[src/rtl/recovery_request_arbiter.sv]
// Recovery request arbiter: merges RW-stage and commit-stage recovery
// requests, keeps the oldest RW request while the recovery manager is busy,
// and issues one registered request (pulse + payload) per recovery.
//
// state  | meaning
// -------+-----------------------------------------------------------
// IDLE   | nothing held
// HOLD   | an RW request is held in the pending buffer
// ISSUED | issued last cycle; downstream has not raised busy yet, so
//        | issue is blocked for this one cycle
module recovery_request_arbiter #(
    parameter int AL_INDEX_WIDTH = 6,
    parameter int PC_WIDTH       = 32,
    parameter int REFETCH_WIDTH  = 3,
    parameter int CAUSE_WIDTH    = 4,
    parameter int HIST_WIDTH     = 10,
    parameter int CSR_REFETCH    = 4
) (
    input  logic                      clk,
    input  logic                      rst,
    input  logic [AL_INDEX_WIDTH-1:0] alHeadPtr,
    input  logic                      unableToStartRecovery,
    input  logic                      rwReqValid,
    input  logic [AL_INDEX_WIDTH-1:0] rwReqPtr,
    input  logic [PC_WIDTH-1:0]       rwReqPC,
    input  logic [REFETCH_WIDTH-1:0]  rwReqRefetch,
    input  logic [HIST_WIDTH-1:0]     rwReqHist,
    input  logic                      cmReqValid,
    input  logic [PC_WIDTH-1:0]       cmReqPC,
    input  logic [REFETCH_WIDTH-1:0]  cmReqRefetch,
    input  logic [CAUSE_WIDTH-1:0]    cmReqCause,
    output logic                      cmReqAccept,
    output logic                      exceptionDetectedInRwStage,
    output logic                      exceptionDetectedInCommitStage,
    output logic [PC_WIDTH-1:0]       recoveredPC,
    output logic [REFETCH_WIDTH-1:0]  refetchType,
    output logic [CAUSE_WIDTH-1:0]    recoveryCause,
    output logic [HIST_WIDTH-1:0]     recoveredBrHistory,
    output logic [AL_INDEX_WIDTH-1:0] exceptionOpPtr,
    output logic                      pendingValid
);

    typedef enum logic [1:0] {
        IDLE   = 2'd0,
        HOLD   = 2'd1,
        ISSUED = 2'd2
    } stateType;

    stateType state;
    stateType nextState;

    logic [AL_INDEX_WIDTH-1:0] pendPtr;
    logic [PC_WIDTH-1:0]       pendPC;
    logic [REFETCH_WIDTH-1:0]  pendRefetch;
    logic [HIST_WIDTH-1:0]     pendHist;

    logic [AL_INDEX_WIDTH-1:0] pendAge;
    logic [AL_INDEX_WIDTH-1:0] rwAge;
    logic                      pendStale;
    logic                      pendLive;
    logic                      takeRw;
    logic                      candValid;
    logic [AL_INDEX_WIDTH-1:0] candPtr;
    logic [PC_WIDTH-1:0]       candPC;
    logic [REFETCH_WIDTH-1:0]  candRefetch;
    logic [HIST_WIDTH-1:0]     candHist;
    logic                      issueAllowed;
    logic                      commitIssue;
    logic                      rwIssue;

    // Age comparison and candidate selection; a pending entry whose age hit
    // the top value has been passed by the head and no longer exists.
    always_comb begin
        pendAge      = pendPtr - alHeadPtr;
        rwAge        = rwReqPtr - alHeadPtr;
        pendStale    = pendingValid && (pendAge == '1);
        pendLive     = pendingValid && !pendStale;
        takeRw       = rwReqValid && (!pendLive || (rwAge < pendAge));
        candValid    = pendLive || rwReqValid;
        candPtr      = takeRw ? rwReqPtr     : pendPtr;
        candPC       = takeRw ? rwReqPC      : pendPC;
        candRefetch  = takeRw ? rwReqRefetch : pendRefetch;
        candHist     = takeRw ? rwReqHist    : pendHist;
        issueAllowed = !unableToStartRecovery && (state != ISSUED);
        commitIssue  = cmReqValid && issueAllowed;
        rwIssue      = !commitIssue && candValid && issueAllowed;
    end

    // Reset holds the combinational accept low as well.
    assign cmReqAccept = commitIssue & ~rst;

    // State register.
    always_ff @(posedge clk or posedge rst) begin
        if (rst) begin
            state <= IDLE;
        end else begin
            state <= nextState;
        end
    end

    // Next-state logic.
    always_comb begin
        nextState = IDLE;
        case (state)
            IDLE, HOLD: begin
                if (commitIssue || rwIssue) begin
                    nextState = ISSUED;
                end else if (candValid) begin
                    nextState = HOLD;
                end else begin
                    nextState = IDLE;
                end
            end
            ISSUED: begin
                nextState = candValid ? HOLD : IDLE;
            end
            default: nextState = IDLE;
        endcase
    end

    // Pending buffer: any issue empties it (a commit flushes younger RW ops),
    // otherwise it keeps the oldest candidate seen so far.
    always_ff @(posedge clk or posedge rst) begin
        if (rst) begin
            pendingValid <= 1'b0;
            pendPtr      <= '0;
            pendPC       <= '0;
            pendRefetch  <= '0;
            pendHist     <= '0;
        end else if (commitIssue || rwIssue) begin
            pendingValid <= 1'b0;
        end else begin
            pendingValid <= candValid;
            if (candValid) begin
                pendPtr     <= candPtr;
                pendPC      <= candPC;
                pendRefetch <= candRefetch;
                pendHist    <= candHist;
            end
        end
    end

    // Registered issue: single-cycle pulse, payload held between issues.
    always_ff @(posedge clk or posedge rst) begin
        if (rst) begin
            exceptionDetectedInRwStage     <= 1'b0;
            exceptionDetectedInCommitStage <= 1'b0;
            recoveredPC                    <= '0;
            refetchType                    <= '0;
            recoveryCause                  <= '0;
            recoveredBrHistory             <= '0;
            exceptionOpPtr                 <= '0;
        end else begin
            exceptionDetectedInRwStage     <= 1'b0;
            exceptionDetectedInCommitStage <= 1'b0;
            if (commitIssue) begin
                exceptionDetectedInCommitStage <= 1'b1;
                recoveredPC                    <= cmReqPC;
                refetchType                    <= cmReqRefetch;
                recoveryCause                  <= cmReqCause;
                recoveredBrHistory             <= '0;
                exceptionOpPtr                 <= alHeadPtr;
            end else if (rwIssue) begin
                exceptionDetectedInRwStage <= 1'b1;
                recoveredPC                <= candPC;
                refetchType                <= candRefetch;
                recoveryCause              <= '0;
                recoveredBrHistory         <= candHist;
                exceptionOpPtr             <= candPtr;
            end
        end
    end

    // RW stage never requests a CSR-target refetch.
    noCsrRefetchFromRw: assert property (@(posedge clk) disable iff (rst)
        !(rwReqValid && (rwReqRefetch == REFETCH_WIDTH'(CSR_REFETCH))));

    // The head cannot pass a held request unless a commit recovery flushes it.
    noStalePending: assert property (@(posedge clk) disable iff (rst)
        !(pendStale && !commitIssue));

endmodule
[config.mk]
export PLATFORM = sky130hd
export DESIGN_NAME = recovery_request_arbiter
export DESIGN_NICKNAME = d
export VERILOG_FILES = /design/src/rtl/recovery_request_arbiter.sv
export SDC_FILE = /design/constraint.sdc
export NUM_CORES = 1
export LEC_CHECK = 0
export BUFFER_PORTS_ARGS = -buffer_cell sky130_fd_sc_hd__buf_4
export CELL_PAD_IN_SITES_DETAIL_PLACEMENT = 1
export CELL_PAD_IN_SITES_GLOBAL_PLACEMENT = 1
export CORE_UTILIZATION = 35
export CTS_BUF_LIST = sky130_fd_sc_hd__clkbuf_16
export CTS_CLUSTER_SIZE = 16
export DETAILED_ROUTE_END_ITERATION = 12
export HOLD_SLACK_MARGIN = 0.15
export PLACE_DENSITY_LB_ADDON = 0.1
export SETUP_SLACK_MARGIN = 0.4
export SYNTH_ARGS = -nofsm -noshare
export SYNTH_HDL_FRONTEND = slang
export SYNTH_SLANG_ARGS = --single-unit
[constraint.sdc]
create_clock -name clk -period 4.75 [get_ports clk]
set_clock_uncertainty 0.2 [all_clocks]
set_input_delay 0.475 -clock clk [delete_from_list [all_inputs] [get_ports clk]]
set_output_delay 0.475 -clock clk [all_outputs]
set_load 0.05 [all_outputs]
==> impl_metrics.py, run 1 <==
metrics = {
    "clocking": {
        "clk_pin_slew_ns": 0.07,
        "cts_sinks": 111,
        "cts_setup_buffers": 0,
        "cts.path.max_buffers": 2,
        "clockRootBuffer": "clkbuf_16",
        "cts_max_level": 3,
        "clock_latency_ns": 0.35,
        "tritoncts": "done",
        "cts_buffers": 9,
    },
    "floorplanning": {
        "ios": 160,
        "die_w_microns": 134,
        "dieArea_sq_mm": 0.0179,
        "start_util_pct": 36.3,
        "die_h_microns": 134,
        "core_sq_mm": 0.0168,
        "rows": 47,
    },
    "pwr": {
        "clkPwrFrac_pct": 15.6,
        "switching_share_pct": 42.1,
        "p_comb_share_pct": 51.5,
        "peakVddDrop_v": 0.000277,
        "leakagePower_nw": 4.06,
        "switchingPower_mw": 2.07,
        "power.internal_mw": 2.85,
        "powerDensity_mw_per_mm2": 621,
        "p_seq_share_pct": 32.8,
    },
    "critical_path": {
        "r2r_end": "recoveredPC[10]",
        "cp_max_fo": 51,
        "rr_startpoint": "pendPtr[0]",
        "startpoint_type": "flip-flop",
        "crit_top_cell": "a21o_1",
        "cp-startpoint": "pendPtr[0]",
        "cp_slowest_stage_delay_ns": 0.58,
        "crit_buf_inv": 3,
        "worstPathRequired_ns": 4.74,
        "rr_worst_depth": 16,
        "critical_path_class": "reg2reg",
        "reg2reg_slack_ns": 0.73,
        "endpoint": "recoveredPC[10]",
        "crit_path_end_kind": "flip-flop",
        "cpLargestDelayFamily": "compound AO/OA/AOI/OAI gates",
        "crit_slowest_cell": "buf_6",
        "crit_path_cell_trace": "inv_1 > ha_1 > inv_1 > fa_1 > a21o_1 > a21oi_1 > xor2_1 > ha_1 > a21o_1 > a21oi_1 > o21ai_0 > a21o_1 > o31ai_4 > buf_6 > mux2i_1 > o221ai_1",
        "crit_arrival_ns": 4.02,
        "cp_num_cells": 16,
    },
    "timing": {
        "worstMarginPinSlew_ns": 1.07,
        "rsz0062_at_grt": "false",
        "period_needed_ns": 4.02,
        "final.setup.tns_ns": 0,
        "period_share_pct": 84.7,
        "relSlewSlack_pct": 29.0,
        "fmax_mhz": 248,
        "hold_viol_final": 0,
        "hold_ws_ns": 0.123,
        "slew_violations": 0,
        "setup_viol": 0,
    },
    "synth": {
        "synth_compound_area_share_pct": 12.6,
        "yosys.area_share.simple_pct": 7.33,
        "synth_top_area_cell": "dfrtp_1",
        "syn_area_sq_mm": 0.00609,
        "syn_nets": 652,
        "synthCells": 534,
        "ys_seq_area_share_pct": 45.6,
        "ys_ff_latch": 111,
        "muxShareOfSynthArea_pct": 22.6,
        "synth.area.top_cells": "dfrtp_1 (46%), mux2_4 (12%), mux2i_1 (10%)",
        "synth.distinct_cells": 35,
        "synth_top_family_by_area": "multiplexers",
        "netlist.area_leader.share_pct": 45.6,
        "avgSynthCellArea_sq_um": 11.4,
        "yosysWarningCount": 0,
        "synthAdderAreaFrac_pct": 3.74,
        "synth_xor_area_share_pct": 1.29,
    },
    "cells_and_area": {
        "synthToLayoutAreaGrowth_pct": 30.1,
        "drive_gt1_share_pct": 34.3,
        "final_cells": 913,
        "diodes": 0,
        "design_area_sq_mm": 0.00792,
        "fin_nets": 806,
    },
    "placed_design": {
        "port_buffers": 159,
        "gp_congestion": 0.774,
        "dpl_cell_area_sq_mm": 0.00747,
        "dp_cells": 881,
        "place_hpwl_microns": 11300,
    },
    "grt": {
        "grt_usage_pct": 20.2,
        "grt_pass1_vias": 5201,
        "antenna_found_initial": 0,
        "grt_overflow_total": 0,
        "grt_max_degree": 71,
        "grt_first_pass_wirelength_microns": 28200,
    },
    "drt": {
        "drt_wl_total_microns": 17400,
        "routedWlPerCell_microns": 19.1,
        "viasPerCell": 5.21,
        "firstDrtPassIters": 4,
        "vias": 4760,
        "ant_nets": 0,
        "drt_iter0_markers": 140,
        "drc": 0,
    },
    "worst_hold_path": {
        "hold_path_class": "in2async",
    },
    "outcome": {
        "status": "finished, final reports clean",
    },
    "run": {
        "cap_violations": 0,
    },
}
synthesized netlist by cell type:
cell type and number:
a21o_1 8, a21oi_1 48, a311oi_2 1, a31o_1 4, a31oi_1 1, and2_1 2
and3_1 45, buf_2 15, buf_6 6, clkbuf_1 18, dfrtp_1 111, fa_1 2
ha_1 15, inv_1 53, inv_2 1, mux2_1 1, mux2_4 49, mux2i_1 63
nand2_1 13, nand2b_1 5, nand3_1 2, nor2_1 7, nor2b_1 1, nor3_1 2
nor3b_1 1, o21a_1 2, o21ai_0 2, o21ai_1 1, o21bai_1 1, o221ai_1 41
o31ai_1 1, o32ai_1 1, or3_1 2, xnor2_1 5, xor2_1 4
placed cells by master, fill, tap and decap left out, types with 2 or more instances in the layout:
master / netlist / routed
dfrtp_1: 111 / 111
o221ai_1: 41 / 41
a21o_1: 8 / 8
ha_1: 15 / 15
buf_4: 0 / 163
mux2_4: 49 / 49
nor2_1: 7 / 7
a31o_1: 4 / 4
clkinv_2: 0 / 2
clkinv_1: 0 / 2
nand2_1: 13 / 13
xnor2_1: 5 / 5
nor3_1: 2 / 2
mux2i_1: 63 / 63
o21a_1: 2 / 2
inv_1: 53 / 52
xor2_1: 4 / 4
fa_1: 2 / 2
o21ai_0: 2 / 2
buf_12: 0 / 2
a21oi_1: 48 / 48
clkbuf_16: 0 / 9
nand2b_1: 5 / 4
dlygate4sd3_1: 0 / 16
nand3_1: 2 / 2
and3_1: 45 / 45
layer usage:
metal  routed length (microns)  global-route usage (%)  share of wire [%]
met5                         0                       0                  0
met4                       232                    6.38                1.3
met3                       825                    3.44                4.7
met2                      8150                    32.7                 47
met1                      8230                    27.4                 47
cell type report:
cell class	count	area [sq um]
Clock inverter	7	63.8
Timing Repair Buffer	182	1440
Multi-Input combinational cell	330	2940
Fill cell	1838	8840
Sequential cell	111	2780
Clock buffer	9	225
Tap cell	220	275
Inverter	54	205
cells by family (layout without fill, tap and decap cells):
kind of cell               Yosys count  count (layout)
buffers and inverters               93             252
DFF                                111             111
AOI/OAI and AO/OA                  111             111
adders and majority gates           17              17
and+or+nand+nor                     80              80
xor gates and xnor gates             9               9
muxes                              113             113
registers in the layout, summed over array words and instances, names as in the netlist:
name	count
pendingValid	1
exceptionDetectedInCommitStage	1
refetchType	3
pendRefetch	3
exceptionDetectedInRwStage	1
pendPtr	6
recoveredBrHistory	10
pendPC	32
exceptionOpPtr	6
state	2
recoveryCause	4
pendHist	10
recoveredPC	32
power by group through the flow:
| stage | sequential [mW] | clock [mW] | combinational (mW) |
|---|---|---|---|
| floorplan | 2.15 | 0 | 1.32 |
| global placement | 1.60 | 0 | 2.47 |
| detailed placement | 1.62 | 0 | 2.54 |
| CTS | 1.61 | 0.790 | 2.56 |
| global route | 1.66 | 0.819 | 2.73 |
| finish | 1.61 | 0.769 | 2.53 |
timing repair:
| action | CTS | global route |
|---|---|---|
| endpoints found under the setup margin | 0 | 51 |
| resized for setup | 0 | 1 |
| endpoints found under the hold margin | 16 | 0 |
| hold buffers | 16 | 0 |
worst min-delay path by stage:
stage | from | to | cells after the start
floorplan | state[1] | state[1] | 1
global placement | state[1] | state[1] | 1
detailed placement | state[1] | state[1] | 1
CTS | rwReqPC[2] | pendPC[2] | 2
global route | rwReqPC[3] | pendPC[3] | 2
finish | rst | recoveredBrHistory[1] | 2
per-stage QoR:
stage          util [%]  setup WS (ns)  total power, mW
2_1_floorplan         -           1.14             3.47
3_3_place_gp       44.6          0.518             4.08
3_5_place_dp       44.6          0.376             4.16
4_1_cts            47.2          0.471             4.96
5_1_grt            47.3          0.474             5.22
6_report           47.3          0.726             4.92
(Power assumes the default switching activity.)
==> inputs of run 2 (changes only) <==
clock period = 3.5 ns   (was 4.75 ns; I/O delays follow)
==> impl_metrics.py, run 2 (synthesis gave the netlist of run 1 again) <==
metrics = {
    "placed_design": {
        "gp_congestion": 0.820,
        "dp_cells": 904,
        "port_buffers": 159,
        "dpl_cell_area_sq_mm": 0.00772,
        "place_hpwl_microns": 12300,
    },
    "critical_path": {
        "worstPathRequired_ns": 3.54,
        "critical_path_class": "reg2reg",
        "crit_path_end_kind": "flip-flop",
        "crit_arrival_ns": 3.65,
        "r2r_end": "pendPC[27]",
        "startpoint_type": "flip-flop",
        "crit_path_cell_trace": "inv_2 > ha_4 > inv_2 > fa_2 > buf_4 > xnor2_2 > ha_1 > a21o_1 > a31oi_2 > o21ai_1 > a21o_1 > o31ai_4 > and2_4 > buf_12 > mux2_4",
        "rr_worst_depth": 15,
        "rr_startpoint": "pendPtr[0]",
        "cp_slowest_stage_delay_ns": 0.40,
        "reg2reg_slack_ns": -0.12,
        "cp_max_fo": 14,
        "crit_slowest_cell": "dfrtp_1",
    },
    "drt": {
        "drt_wl_total_microns": 19600,
        "vias": 5160,
        "firstDrtPassIters": 4,
        "ant_nets": 0,
        "routedWlPerCell_microns": 19.3,
        "drt_iter0_markers": 135,
        "drc": 0,
        "viasPerCell": 5.08,
    },
    "floorplanning": {
        "core_sq_mm": 0.0168,
        "rows": 47,
        "die_w_microns": 134,
        "ios": 160,
        "start_util_pct": 36.3,
        "dieArea_sq_mm": 0.0179,
        "die_h_microns": 134,
    },
    "clocking": {
        "cts_buffers": 9,
        "clock_latency_ns": 0.35,
        "tritoncts": "done",
        "cts.path.max_buffers": 2,
        "cts_sinks": 111,
        "clockRootBuffer": "clkbuf_16",
        "cts_max_level": 3,
        "clk_pin_slew_ns": 0.07,
    },
    "timing": {
        "slew_violations": 0,
        "hold_ws_ns": 0.155,
        "relSlewSlack_pct": 48.1,
        "period_needed_ns": 3.62,
        "fmax_mhz": 276,
        "rsz0062_at_grt": "true",
        "hold_viol_final": 0,
        "period_share_pct": 103,
        "final.setup.worst_slack_ns": -0.117,
        "worstMarginPinSlew_ns": 0.778,
        "setup_viol": 78,
    },
    "cells_and_area": {
        "fin_nets": 909,
        "largestRegisters": "pendPC: 32 flops, recoveredPC: 32 flops",
        "drive_gt1_share_pct": 36.4,
        "nFillCells": 1777,
        "diodes": 0,
        "final_cells": 1016,
        "design_area_sq_mm": 0.00914,
        "synthToLayoutAreaGrowth_pct": 50.0,
        "fin_util_pct": 54.5,
        "mostFrequentLayoutCells": "buf_4 (183), dfrtp_1 (111), dlygate4sd3_1 (85), mux2i_1 (60), inv_1 (51)",
        "final_common_cell": "buf_4",
    },
    "pwr": {
        "switching_share_pct": 40.8,
        "clkPwrFrac_pct": 14.1,
        "p_seq_share_pct": 30.0,
        "powerDensity_mw_per_mm2": 802,
        "power.internal_mw": 4.34,
        "switchingPower_mw": 2.99,
        "leakagePower_nw": 4.59,
        "p_comb_share_pct": 55.9,
        "peakVddDrop_v": 0.000369,
    },
    "worst_hold_path": {
        "min_from": "cmReqCause[0]",
        "hold_path_class": "in2reg",
        "min_to": "recoveryCause[0]",
        "hold_depth": 3,
    },
    "grt": {
        "grt_first_pass_wirelength_microns": 31600,
        "grt_pass1_vias": 5810,
        "antenna_found_initial": 0,
        "grt_overflow_total": 0,
        "grt_max_degree": 60,
        "grt_usage_pct": 22.7,
    },
    "outcome": {
        "violations": "setup timing",
        "status": "finished, violations left",
    },
    "run": {
        "cap_violations": 0,
    },
}
## run 2: cell types whose count changed in the layout (fill, tap and decap cells not counted), sizes merged
cell         delta
dlygate4sd3    +69
buf            +32
clkinv          -3
clkinvlp        +2
bufbuf          +1
clkbuf          +1
inv             +1
## run 2: final cells by class
cell class              count  area (sq um)  area share [%]
multi-input cells         330          3030            33.2
inverters                  54           210            2.30
clock buffers               9           225            2.47
clock inverters             7          63.8           0.699
well taps                 220           275            3.01
flip-flops and latches    111          2780            30.4
repair buffers            285          2550            27.9
## run 2: how the worst max path moves through the flow
stage | start | to | cells after the start | slack (ns)
floorplan | pendPtr[0] | pendHist[0] | 18 | 0.08
global placement | alHeadPtr[1] | recoveredPC[18] | 16 | -0.19
detailed placement | alHeadPtr[0] | recoveredPC[20] | 15 | -0.17
CTS | pendPtr[0] | pendPC[27] | 16 | -0.06
global route | pendPtr[0] | recoveredPC[21] | 17 | -0.25
finish | pendPtr[0] | pendPC[27] | 15 | -0.12
## run 2: timing repair
action | CTS | global route
hold buffers | 85 | 0
endpoints found under the hold margin | 214 | 0
gates cloned | 3 | 1
pin swaps | 0 | 5
setup endpoints to repair | 103 | 103
gates resized for setup | 13 | 15
setup buffers | 5 | 2
## run 2: routing by layer
layer / GRT usage, % / part of all wire [%]
met1: 28.8 / 44
met2: 39.4 / 50
met3: 3.10 / 3.2
met4: 8.40 / 2.2
met5: 0 / 0
## run 2: per-stage QoR
step                      power, mW  setup slack, ns  setup TNS (ns)
after floorplan                4.74           0.0777               0
after global placement         5.74           -0.186           -5.81
after detailed placement       5.85           -0.173           -7.16
after CTS                      7.23          -0.0582           -2.65
after global routing           7.75           -0.249          -17.50
final                          7.32           -0.117           -5.26
## run 2: critical path, delay by kind of cell (launching register included)
| kind | cells | cell delay (ns) |
|---|---|---|
| flops | 1 | 0.40 |
| simple gates | 1 | 0.30 |
| xor+xnor | 1 | 0.24 |
| fa+ha+maj | 3 | 0.79 |
| compound gates | 5 | 0.76 |
| mux | 1 | 0.32 |
| buf+inv | 4 | 0.48 |
## run 2: power by group through the flow
stage	registers (mW)	clock network (mW)	logic [mW]
2_1_floorplan	2.91	0	1.83
4_1_cts	2.19	1.07	3.98
3_3_place_gp	2.18	0	3.57
3_5_place_dp	2.20	0	3.65
5_1_grt	2.27	1.11	4.38
6_report	2.19	1.03	4.10
==> inputs of run 3 (changes only) <==
clock period = 4.5 ns   (was 3.5 ns; I/O delays follow)
==> impl_metrics.py, run 3 (synthesis gave the netlist of run 1 again) <==
metrics = {
    "timing": {
        "period_needed_ns": 3.83,
        "hold_viol_final": 0,
        "fmax_mhz": 261,
        "final.setup.tns_ns": 0,
        "setup_viol": 0,
        "hold_ws_ns": 0.178,
        "period_share_pct": 85.2,
        "relSlewSlack_pct": 24.8,
        "slew_violations": 0,
        "final.setup.worst_slack_ns": 0.667,
        "rsz0062_at_grt": "false",
        "worstMarginPinSlew_ns": 1.13,
    },
    "floorplanning": {
        "rows": 47,
        "die_h_microns": 134,
        "ios": 160,
        "dieArea_sq_mm": 0.0179,
        "core_sq_mm": 0.0168,
        "start_util_pct": 36.3,
        "die_w_microns": 134,
    },
    "drt": {
        "drt_wl_total_microns": 17700,
        "viasPerCell": 5.15,
        "vias": 4881,
        "drt_iter0_markers": 158,
        "routedWlPerCell_microns": 18.7,
        "drc": 0,
        "firstDrtPassIters": 4,
        "ant_nets": 0,
    },
    "cells_and_area": {
        "mostFrequentLayoutCells": "buf_4 (164), dfrtp_1 (111), mux2i_1 (63), inv_1 (54), dlygate4sd3_1 (50)",
        "final-seq-area_sq_mm": 0.00278,
        "final_common_cell": "buf_4",
        "synthToLayoutAreaGrowth_pct": 35.8,
        "nFillCells": 1845,
        "multiInputGateArea_sq_mm": 0.00294,
        "largestRegisters": "pendPC: 32 flops, recoveredPC: 32 flops",
        "diodes": 0,
        "drive_gt1_share_pct": 32.6,
        "fin_nets": 841,
    },
    "clocking": {
        "cts_sinks": 111,
        "hold_buffers": 50,
        "cts.path.max_buffers": 2,
        "cts_max_level": 3,
        "cts_setup_buffers": 0,
        "clockRootBuffer": "clkbuf_16",
        "clk_pin_slew_ns": 0.06,
        "cts_resized": 0,
        "tritoncts": "done",
        "clock_latency_ns": 0.35,
        "cts_buffers": 9,
    },
    "grt": {
        "antenna_found_initial": 0,
        "grt_first_pass_wirelength_microns": 28800,
        "grt_pass1_vias": 5483,
        "grt_max_degree": 53,
        "grt_usage_pct": 20.6,
        "grt_overflow_total": 0,
    },
    "worst_hold_path": {
        "hold_path_class": "in2reg",
    },
    "pwr": {
        "peakVddDrop_v": 0.000309,
        "leakagePower_nw": 4.22,
        "powerDensity_mw_per_mm2": 628,
    },
    "placed_design": {
        "place_ws_ns": 0.617,
        "port_buffers": 159,
        "place_hpwl_microns": 11300,
        "gp_congestion": 0.764,
    },
    "critical_path": {
        "crit_arrival_ns": 3.81,
        "cp_max_fo": 51,
        "startpoint_type": "input pin",
        "worstPathRequired_ns": 4.48,
        "crit_path_end_kind": "flip-flop",
        "critical_path_class": "in2reg",
    },
    "outcome": {
        "status": "finished, final reports clean",
    },
    "run": {
        "cap_violations": 0,
    },
}
[run 3: changes by cell type in the layout (fill, tap and decap cells not counted), sizes merged]
| cell | before | now |
|---|---|---|
| dlygate4sd3 | 85 | 50 |
| buf | 198 | 167 |
| clkinvlp | 3 | 0 |
| bufbuf | 1 | 0 |
| clkbuf | 10 | 9 |
| clkinv | 2 | 3 |
| inv | 55 | 56 |
[run 3: metal layers]
metal | routed length (microns) | share of wire [%] | track usage [%] | vias to the layer above
li1 | - | - | - | 2293
met4 | 285 | 1.6 | 7.13 | 0
met1 | 8300 | 47 | 27.1 | 2454
met3 | 688 | 3.9 | 2.95 | 18
met2 | 8400 | 48 | 34.5 | 116
met5 | 0 | 0 | 0 | -
[run 3: worst max-delay path, cell delays in order]
cell	delay [ns]
dlygate4sd3_1	0.54
buf_4	0.15
ha_1	0.32
a21o_1	0.19
a21o_1	0.18
a21oi_1	0.22
xnor2_1	0.15
ha_1	0.26
a21oi_1	0.12
o21ai_0	0.09
a21o_1	0.21
o31ai_4	0.07
buf_12	0.39
mux2i_1	0.29
o221ai_1	0.15
[run 3: path summary, 6_finish.rpt]
path                              from               endpoint  slack, ns  cells past startpoint
hold / removal             rwReqPtr[4]             pendPtr[4]       0.18                      2
hold reg to reg               state[1]               state[1]       0.26                      1
setup reg to reg            pendPtr[0]      exceptionOpPtr[3]       0.75                     16
max in group asynchronous          rst        recoveredPC[10]       2.65                      4
setup / recovery           rwReqPtr[2]      exceptionOpPtr[3]       0.67                     15
min in group asynchronous          rst  recoveredBrHistory[1]       0.57                      3
[run 3: final cells by class]
cell class	count	share of cell area (%)
repair buffers	217	21.7
flip-flops and latches	111	33.6
multi-input cells	330	35.5
clock inverters	6	0.666
well taps	220	3.33
clock buffers	9	2.72
inverters	54	2.48
[run 3: report_power, final]
part	internal, mW	leakage [nW]	switching (mW)
registers	1.41	1.34	0.293
clock network	0.423	0.145	0.356
logic	1.19	2.73	1.51
[run 3: metrics by stage]
step	power [mW]	util, %	area (sq um)	std cells
final	5.19	49.3	8270	947
after global routing	5.52	49.3	8270	947
after CTS	5.25	49.3	8270	947
after detailed placement	4.39	44.7	7490	882
after global placement	4.32	44.7	7490	882
after floorplan	3.66	-	6090	534
